<file path="config.mk">
export PLATFORM = sky130hd
export DESIGN_NAME = cga_intr_cntlr_lvl_arb
export DESIGN_NICKNAME = d
export VERILOG_FILES = /design/src/rtl/cga_intr_cntlr_lvl_arb.sv
export SDC_FILE = /design/constraint.sdc
export NUM_CORES = 1
export LEC_CHECK = 0
export CAP_MARGIN = 40
export CORE_AREA = 3 3 70 72
export CTS_CLUSTER_SIZE = 14
export DETAILED_ROUTE_END_ITERATION = 8
export DIE_AREA = 0 0 73 75
export PLACE_DENSITY = 0.75
export SETUP_SLACK_MARGIN = 0.4
export SLEW_MARGIN = 10
export SYNTH_ARGS = -nofsm -noshare
export SYNTH_HDL_FRONTEND = slang
export SYNTH_SLANG_ARGS = --single-unit
</file>
<file path="constraint.sdc">
create_clock -name CP -period 2.65 [get_ports CP]
set_clock_uncertainty 0.05 [all_clocks]
set_input_delay 0.795 -clock CP [delete_from_list [all_inputs] [get_ports CP]]
set_output_delay 0.795 -clock CP [all_outputs]
set_load 0.01 [all_outputs]
</file>
<file path="src/rtl/cga_intr_cntlr_lvl_arb.sv">
// rtl/cga_intr_cntlr_lvl_arb.sv - CGA interrupt level-change arbiter with PID/PIE masking and four-phase IACK handshake
module cga_intr_cntlr_lvl_arb (
  input  logic        CP,
  input  logic        CLR,
  input  logic [15:0] PID_SET,
  input  logic        SW_CLR,
  input  logic [3:0]  SW_CLR_LVL,
  input  logic [15:0] PIE,
  input  logic [3:0]  PIL,
  input  logic        IACK,
  output logic        INR,
  output logic [3:0]  NLVL,
  output logic [15:0] PID
);

  typedef enum logic [1:0] {
    S_IDLE = 2'd0,
    S_REQ  = 2'd1,
    S_WAIT = 2'd2
  } state_t;

  state_t      state;
  logic [15:0] cand;
  logic [3:0]  winner;
  logic        hit;
  logic        ack_clear;
  logic        still_valid;
  logic [15:0] clr_mask;
  logic [15:0] pid_next;

  assign cand = PID & PIE;

  // Ascending scan so the highest set index is the one left in winner.
  always_comb begin
    winner = 4'd0;
    for (int i = 0; i < 16; i++) begin
      if (cand[i]) winner = 4'(i);
    end
  end

  assign hit         = (|cand) && (winner > PIL);
  assign ack_clear   = (state == S_REQ) && IACK;
  assign still_valid = PID[NLVL] && PIE[NLVL] && (NLVL > PIL);

  always_comb begin
    clr_mask = 16'h0000;
    for (int i = 0; i < 16; i++) begin
      clr_mask[i] = (SW_CLR && (SW_CLR_LVL == 4'(i))) || (ack_clear && (NLVL == 4'(i)));
    end
  end

  // A set pulse always survives a coincident clear.
  assign pid_next = PID_SET | (PID & ~clr_mask);

  always_ff @(posedge CP) begin
    if (CLR) begin
      PID   <= 16'h0000;
      state <= S_IDLE;
      INR   <= 1'b0;
      NLVL  <= 4'd0;
    end else begin
      PID <= pid_next;
      case (state)
        S_IDLE: begin
          if (hit) begin
            NLVL  <= winner;
            INR   <= 1'b1;
            state <= S_REQ;
          end
        end
        S_REQ: begin
          if (IACK) begin
            INR   <= 1'b0;
            state <= S_WAIT;
          end else if (!still_valid) begin
            INR   <= 1'b0;
            state <= S_IDLE;
          end
        end
        S_WAIT: begin
          if (!IACK) state <= S_IDLE;
        end
        default: begin
          INR   <= 1'b0;
          state <= S_IDLE;
        end
      endcase
    end
  end

endmodule

</file>
==> flow_summary.json, run 1 <==
{
  "worstPathMaxFanout": 4,
  "clock_sinks": 23,
  "place.gp.congestion": 0.966,
  "initial_core_util_pct": 39.3,
  "startpoint_type": "primary input",
  "power.density_mw_per_mm2": 507,
  "yosys-top-cells-count": "32 x nor2_1, 29 x nand2_1, 23 x dfxtp_1, 14 x a21oi_1, 11 x a31oi_1",
  "crit_type": "primary input to register",
  "period_needed_ns": 2.62,
  "htree_levels": 1,
  "rsz0062_at_grt": "yes",
  "fin_cells": 368,
  "synth_cell_types": 42,
  "die_w_um": 73,
  "hold_depth": 2,
  "synthAdderAreaFrac_pct": 5.85,
  "drtIter0Drc": 120,
  "cts_tree": "yes",
  "synthMostInstantiatedCell": "nor2_1",
  "status": "complete, no violations",
  "insertion_delay_ns": 0.27,
  "worst_pin_slew_ns": 0.444,
  "ys_seq_area_share_pct": 26.9,
  "grt_overflow_total": 0,
  "holdCritStartpoint": "INR$_SDFFE_PP0P_",
  "synth_edf_count": 0,
  "leakage_nw": 1.10,
  "cp-end-kind": "register",
  "cts_root_buf": "clkbuf_8",
  "fin_setup_tns_ns": 0,
  "synth.net_count": 271,
  "regToRegSetupSlack_ns": 0.23,
  "r2r_cells": 12,
  "ys.flop_type": "dfxtp_1",
  "report.final.slew_viol_count": 0,
  "finalHoldViolCount": 0,
  "grt_pass1_vias": 2156,
  "synthSimpleGateAreaFrac_pct": 24.7,
  "post-route-drc-count": 0,
  "cts_buffer_depth": 2,
  "cts_hold_buf": 0,
  "die_h_um": 75,
  "synth-warning-count": 0,
  "setup-violations-final": 0,
  "clk_pin_slew_ns": 0.08,
  "io_buffer_count": 64,
  "switchingPower_w": 0.000518,
  "grt_start_max_net_pins": 23,
  "vias": 2154,
  "fin_nets": 369,
  "synth_compound_area_share_pct": 26.3,
  "drive_gt1_share_pct": 26.9,
  "cts_buffers": 3,
  "via_per_inst": 5.85,
  "combPwrFrac_pct": 51.4,
  "r2r_start": "PID[6]$_SDFF_PP0_",
  "routed_wl_mm": 6.41,
  "max_freq_ghz": 0.382,
  "drv_cap": 0,
  "hold_path_end": "INR$_SDFFE_PP0P_",
  "p_int_w": 0.000866,
  "n_antenna_cell": 0,
  "peakVddDrop_v": 0.000262,
  "ys_seq_elements": 23,
  "post_drt_wl_per_cell_um": 17.4,
  "synth_cells": 219,
  "drtAntennaViolNets": 0,
  "grt_pass1_wl_mm": 9.94,
  "fin_total_pwr_w": 0.00138,
  "swShare_pct": 37.4,
  "rr_endpoint": "INR$_SDFFE_PP0P_",
  "netlist_area_mm2": 0.00171,
  "required_ns": 2.79,
  "ios": 65,
  "yosys.area.top_type_share_pct": 26.9,
  "grt_antenna_before_repair": 0,
  "synthToLayoutAreaGrowth_pct": 59.6,
  "core_area_mm2": 0.00435,
  "cp.arrival_ns": 2.76,
  "final_util_pct": 62.7,
  "muxShareOfSynthArea_pct": 10.4,
  "synth_top_family_by_area": "compound AO/OA/AOI/OAI gates",
  "post-dp-hpwl_mm": 4.86,
  "ys_async_sr_fraction_pct": 0,
  "slew_headroom_pct": 70.2,
  "track_usage_pct": 23.4,
  "dp.cells": 351,
  "period_share_pct": 98.8,
  "dr.pass1.iters": 5,
  "p_clk_share_pct": 16.3,
  "hp-class": "register to register",
  "num_rows": 24,
  "yosys.area.top_type": "dfxtp_1",
  "synth_area_leaders": "dfxtp_1 27%, mux4_2 7.9%, nor2_1 7.0%",
  "sequentialPowerShare_pct": 32.3,
  "die_area_mm2": 0.00548,
  "synth-xor-area-share_pct": 0.512,
  "syn_avg_cell_area_um2": 7.82
}
==> flip-flops by register name, summed over array words and instances (netlist names) <==
register / cells
INR: 1
NLVL: 4
state: 2
PID: 16
==> layer usage <==
layer	vias to the layer above	global-route usage, %	routed length [µm]
li1	1012	-	-
met3	21	4.81	489
met1	1000	27.7	2530
met2	121	40.4	3190
met5	-	0	0
met4	0	10.9	195
==> kinds of logic after synthesis <==
kind of cell	Yosys count
AOI/OAI and AO/OA	67
xor gates and xnor gates	1
adders and majority gates	8
buffers and inverters	17
DFF	23
muxes	10
and+or+nand+nor	93
==> metrics by stage <==
stage	setup slack, ns	hold slack [ns]	area [µm²]
finish	0.0330	0.519	2730
global route	-0.0747	0.543	2730
CTS	0.0692	0.518	2690
detailed placement	-0.636	0.506	2550
global placement	-0.592	0.433	2550
floorplan	0.106	0.482	1720
==> final cells by class <==
cell class / count / area, µm²
Clock buffer: 3 / 41.3
Clock inverter: 1 / 7.51
Fill cell: 382 / 1620
Inverter: 8 / 30.0
Multi-Input combinational cell: 179 / 1240
Sequential cell: 23 / 464
Tap cell: 52 / 65.1
Timing Repair Buffer: 102 / 882
==> power by group through the flow <==
stage	sequential [W]	combinational, W	clock (W)
2_1_floorplan	0.000451	0.000351	0
3_3_place_gp	0.000448	0.000622	0
3_5_place_dp	0.000449	0.000632	0
4_1_cts	0.000443	0.000672	0.000228
5_1_grt	0.000452	0.000765	0.000247
6_report	0.000447	0.000711	0.000226
==> layout by cell type (no fill, tap or decap), drive strengths merged, types with 6 or more instances in the layout <==
| cell | synthesis | final |
|---|---|---|
| buf | 5 | 47 |
| mux4 | 6 | 6 |
| dfxtp | 23 | 23 |
| inv | 8 | 8 |
| nand2 | 29 | 29 |
| o21ai | 11 | 11 |
| a22oi | 10 | 10 |
| nor2 | 32 | 32 |
| ha | 8 | 8 |
| clkdlybuf4s50 | 0 | 49 |
| nand3 | 7 | 7 |
| a31oi | 11 | 11 |
| a21oi | 14 | 14 |
==> timing repair <==
action                                  in CTS  in global routing
pin swaps                                   16                  7
setup buffers                               11                  2
gates resized for setup                     55                 15
endpoints found under the setup margin       6                  9
cloned                                       0                  0
==> how the worst max path moves through the flow <==
stage / start / endpoint / slack, ns
2_1_floorplan: PIE[4] / NLVL[2]$_SDFFE_PP0P_ / 0.11
3_3_place_gp: PIE[2] / NLVL[3]$_SDFFE_PP0P_ / -0.59
3_5_place_dp: PIE[2] / INR$_SDFFE_PP0P_ / -0.64
4_1_cts: PIE[4] / INR$_SDFFE_PP0P_ / 0.07
5_1_grt: PIE[8] / INR$_SDFFE_PP0P_ / -0.07
6_report: PIE[4] / INR$_SDFFE_PP0P_ / 0.03
==> critical path, stage by stage <==
cell and delay [ns]:
buf_6 0.10, buf_4 0.13, nand2_1 0.07, nand3_2 0.08, o211ai_1 0.18, o21ai_1 0.09, and2_1 0.17, ha_1 0.28
a41o_1 0.22, nor2_2 0.09, o21a_1 0.21, buf_4 0.13, a31oi_1 0.06, a21oi_1 0.16
(Power assumes the default switching activity.)
==> run 2, diff against run 1 <==
Settings changed: CORE_AREA 3 3 70 72 to 3 3 64 66, DIE_AREA 0 0 73 75 to 0 0 67 69, PLACE_DENSITY 0.75 to 0.84.
Clock period 2.65 ns to 3.17 ns, I/O delays scaled along.
==> run 2 against run 1 <==
Net effect:
- global-route usage grew 3.6 points
- final cell count shrank 2.7%
- critical path depth grew 1
- die area shrank 16%
- worst setup slack gained 0.28 ns
- worst hold slack lost 0.027 ns
- non-clock buffer count shrank 6
- register-to-register slack gained 0.39 ns
- via count shrank 0.65%
- sequential share of layout area is essentially flat
- clock-buffer cell count is the same
- sequential power shrank 13%
==> flow_summary.json, run 2 (same netlist as run 1, synthesis figures left out) <==
{
  "crit_start": "PIE[6]",
  "worstPathMaxFanout": 3,
  "dp.cells": 340,
  "startpoint_type": "primary input",
  "io_buffer_count": 64,
  "final_cell_mix": "49 x clkdlybuf4s50_1, 32 x nor2_1, 32 x buf_4, 27 x nand2_1, 23 x dfxtp_1",
  "largest-register": "PID",
  "grt_start_max_net_pins": 17,
  "largest_reg_flops": 16,
  "num_rows": 22,
  "synthToLayoutAreaGrowth_pct": 58.2,
  "vias": 2140,
  "htree_levels": 1,
  "drtAntennaViolNets": 0,
  "r2r_cells": 14,
  "period_share_pct": 90.2,
  "via_per_inst": 5.98,
  "grt_pass1_wl_mm": 9.70,
  "grt_pass1_vias": 2160,
  "n_antenna_cell": 0,
  "post-dp-hpwl_mm": 4.54,
  "cts_root_buf": "clkbuf_8",
  "regArea_um2": 460,
  "die_area_mm2": 0.00462,
  "ios": 65,
  "slew_headroom_pct": 61.0,
  "power.density_mw_per_mm2": 418,
  "cp-endpoint": "NLVL[0]$_SDFFE_PP0P_",
  "setup-violations-final": 0,
  "core_area_mm2": 0.00363,
  "required_ns": 3.31,
  "cts_hold_buf": 0,
  "report.final.slew_viol_count": 0,
  "grt_overflow_total": 0,
  "initial_core_util_pct": 47.1,
  "routed_wl_mm": 6.09,
  "grt_antenna_before_repair": 0,
  "cts_buffer_depth": 2,
  "peakVddDrop_v": 0.000259,
  "max_freq_ghz": 0.350,
  "die_w_um": 67,
  "cp.arrival_ns": 3.00,
  "insertion_delay_ns": 0.27,
  "place.gp.congestion": 0.937,
  "leakage_nw": 1.06,
  "multi_input_area_mm2": 0.00124,
  "period_needed_ns": 2.86,
  "post-route-drc-count": 0,
  "top_regs": "PID x16, NLVL x4, state x2",
  "drive_gt1_share_pct": 23.9,
  "hp-class": "register to register",
  "dr.pass1.iters": 4,
  "fin_cells": 358,
  "cp-end-kind": "register",
  "drv_cap": 0,
  "crit_type": "primary input to register",
  "regToRegSetupSlack_ns": 0.62,
  "worst_pin_slew_ns": 0.584,
  "clock_sinks": 23,
  "layout_commonest_cell": "clkdlybuf4s50_1",
  "track_usage_pct": 26.9,
  "hold_depth": 2,
  "die_h_um": 69,
  "fin_nets": 363,
  "post_drt_wl_per_cell_um": 17.0,
  "final_util_pct": 74.5,
  "clk_pin_slew_ns": 0.09,
  "status": "complete, no violations",
  "cts_tree": "yes",
  "n_fill_cell": 279,
  "drtIter0Drc": 165,
  "cts_buffers": 3,
  "r2r_start": "PID[11]$_SDFF_PP0_",
  "rr_endpoint": "NLVL[0]$_SDFFE_PP0P_",
  "rsz0062_at_grt": "yes",
  "finalHoldViolCount": 0
}
run 2: worst min path at each step:
stage,endpoint,start,slack [ns]
after floorplan,INR$_SDFFE_PP0P_,INR$_SDFFE_PP0P_,0.48
after global placement,INR$_SDFFE_PP0P_,INR$_SDFFE_PP0P_,0.45
after detailed placement,INR$_SDFFE_PP0P_,INR$_SDFFE_PP0P_,0.46
after CTS,INR$_SDFFE_PP0P_,INR$_SDFFE_PP0P_,0.49
after global routing,INR$_SDFFE_PP0P_,INR$_SDFFE_PP0P_,0.56
final,INR$_SDFFE_PP0P_,INR$_SDFFE_PP0P_,0.49
run 2: what timing repair did:
item	in CTS	in global routing
pin swaps	20	15
setup endpoints to repair	6	6
setup buffers	13	1
resized for setup	55	11
run 2: cell type report:
type                    count  share of cell area, %
inverters                   8                   1.11
clock buffers               3                   1.52
repair buffers             96                   32.1
multi-input cells         179                   45.7
well taps                  48                   2.22
clock inverters             1                  0.277
flip-flops and latches     23                   17.0
run 2: worst max-delay path, stage by stage:
cell	delay (ns)
clkdlybuf4s15_2	0.22
nand2_1	0.09
nand3_1	0.08
o211ai_1	0.22
o21ai_2	0.10
buf_4	0.14
buf_4	0.13
buf_4	0.12
buf_4	0.12
buf_4	0.12
buf_4	0.12
buf_4	0.12
buf_4	0.12
buf_4	0.12
a311oi_1	0.24
run 2: through the flow:
| stage | TNS, ns | hold WS [ns] | power (W) | area [µm²] | setup WS (ns) |
|---|---|---|---|---|---|
| global placement | -1.29 | 0.448 | 0.000866 | 2490 | -0.246 |
| global route | 0 | 0.555 | 0.00120 | 2710 | 0.204 |
| floorplan | 0 | 0.482 | 0.000671 | 1720 | 0.414 |
| detailed placement | -1.56 | 0.464 | 0.000875 | 2490 | -0.292 |
| CTS | 0 | 0.485 | 0.00110 | 2660 | 0.384 |
| finish | 0 | 0.492 | 0.00113 | 2710 | 0.310 |
run 2: layer usage:
metal	up-vias	global-route usage [%]	wire, µm
met1	975	34.3	2300
met5	-	0	0
met3	21	4.89	669
met4	0	10.8	195
li1	1006	-	-
met2	138	44.0	2920
run 2: where the power goes:
group          internal, W  total (W)  switching, W
sequential        0.000322   0.000388     0.0000664
combinational     0.000299   0.000550      0.000251
clock            0.0000891   0.000194      0.000105
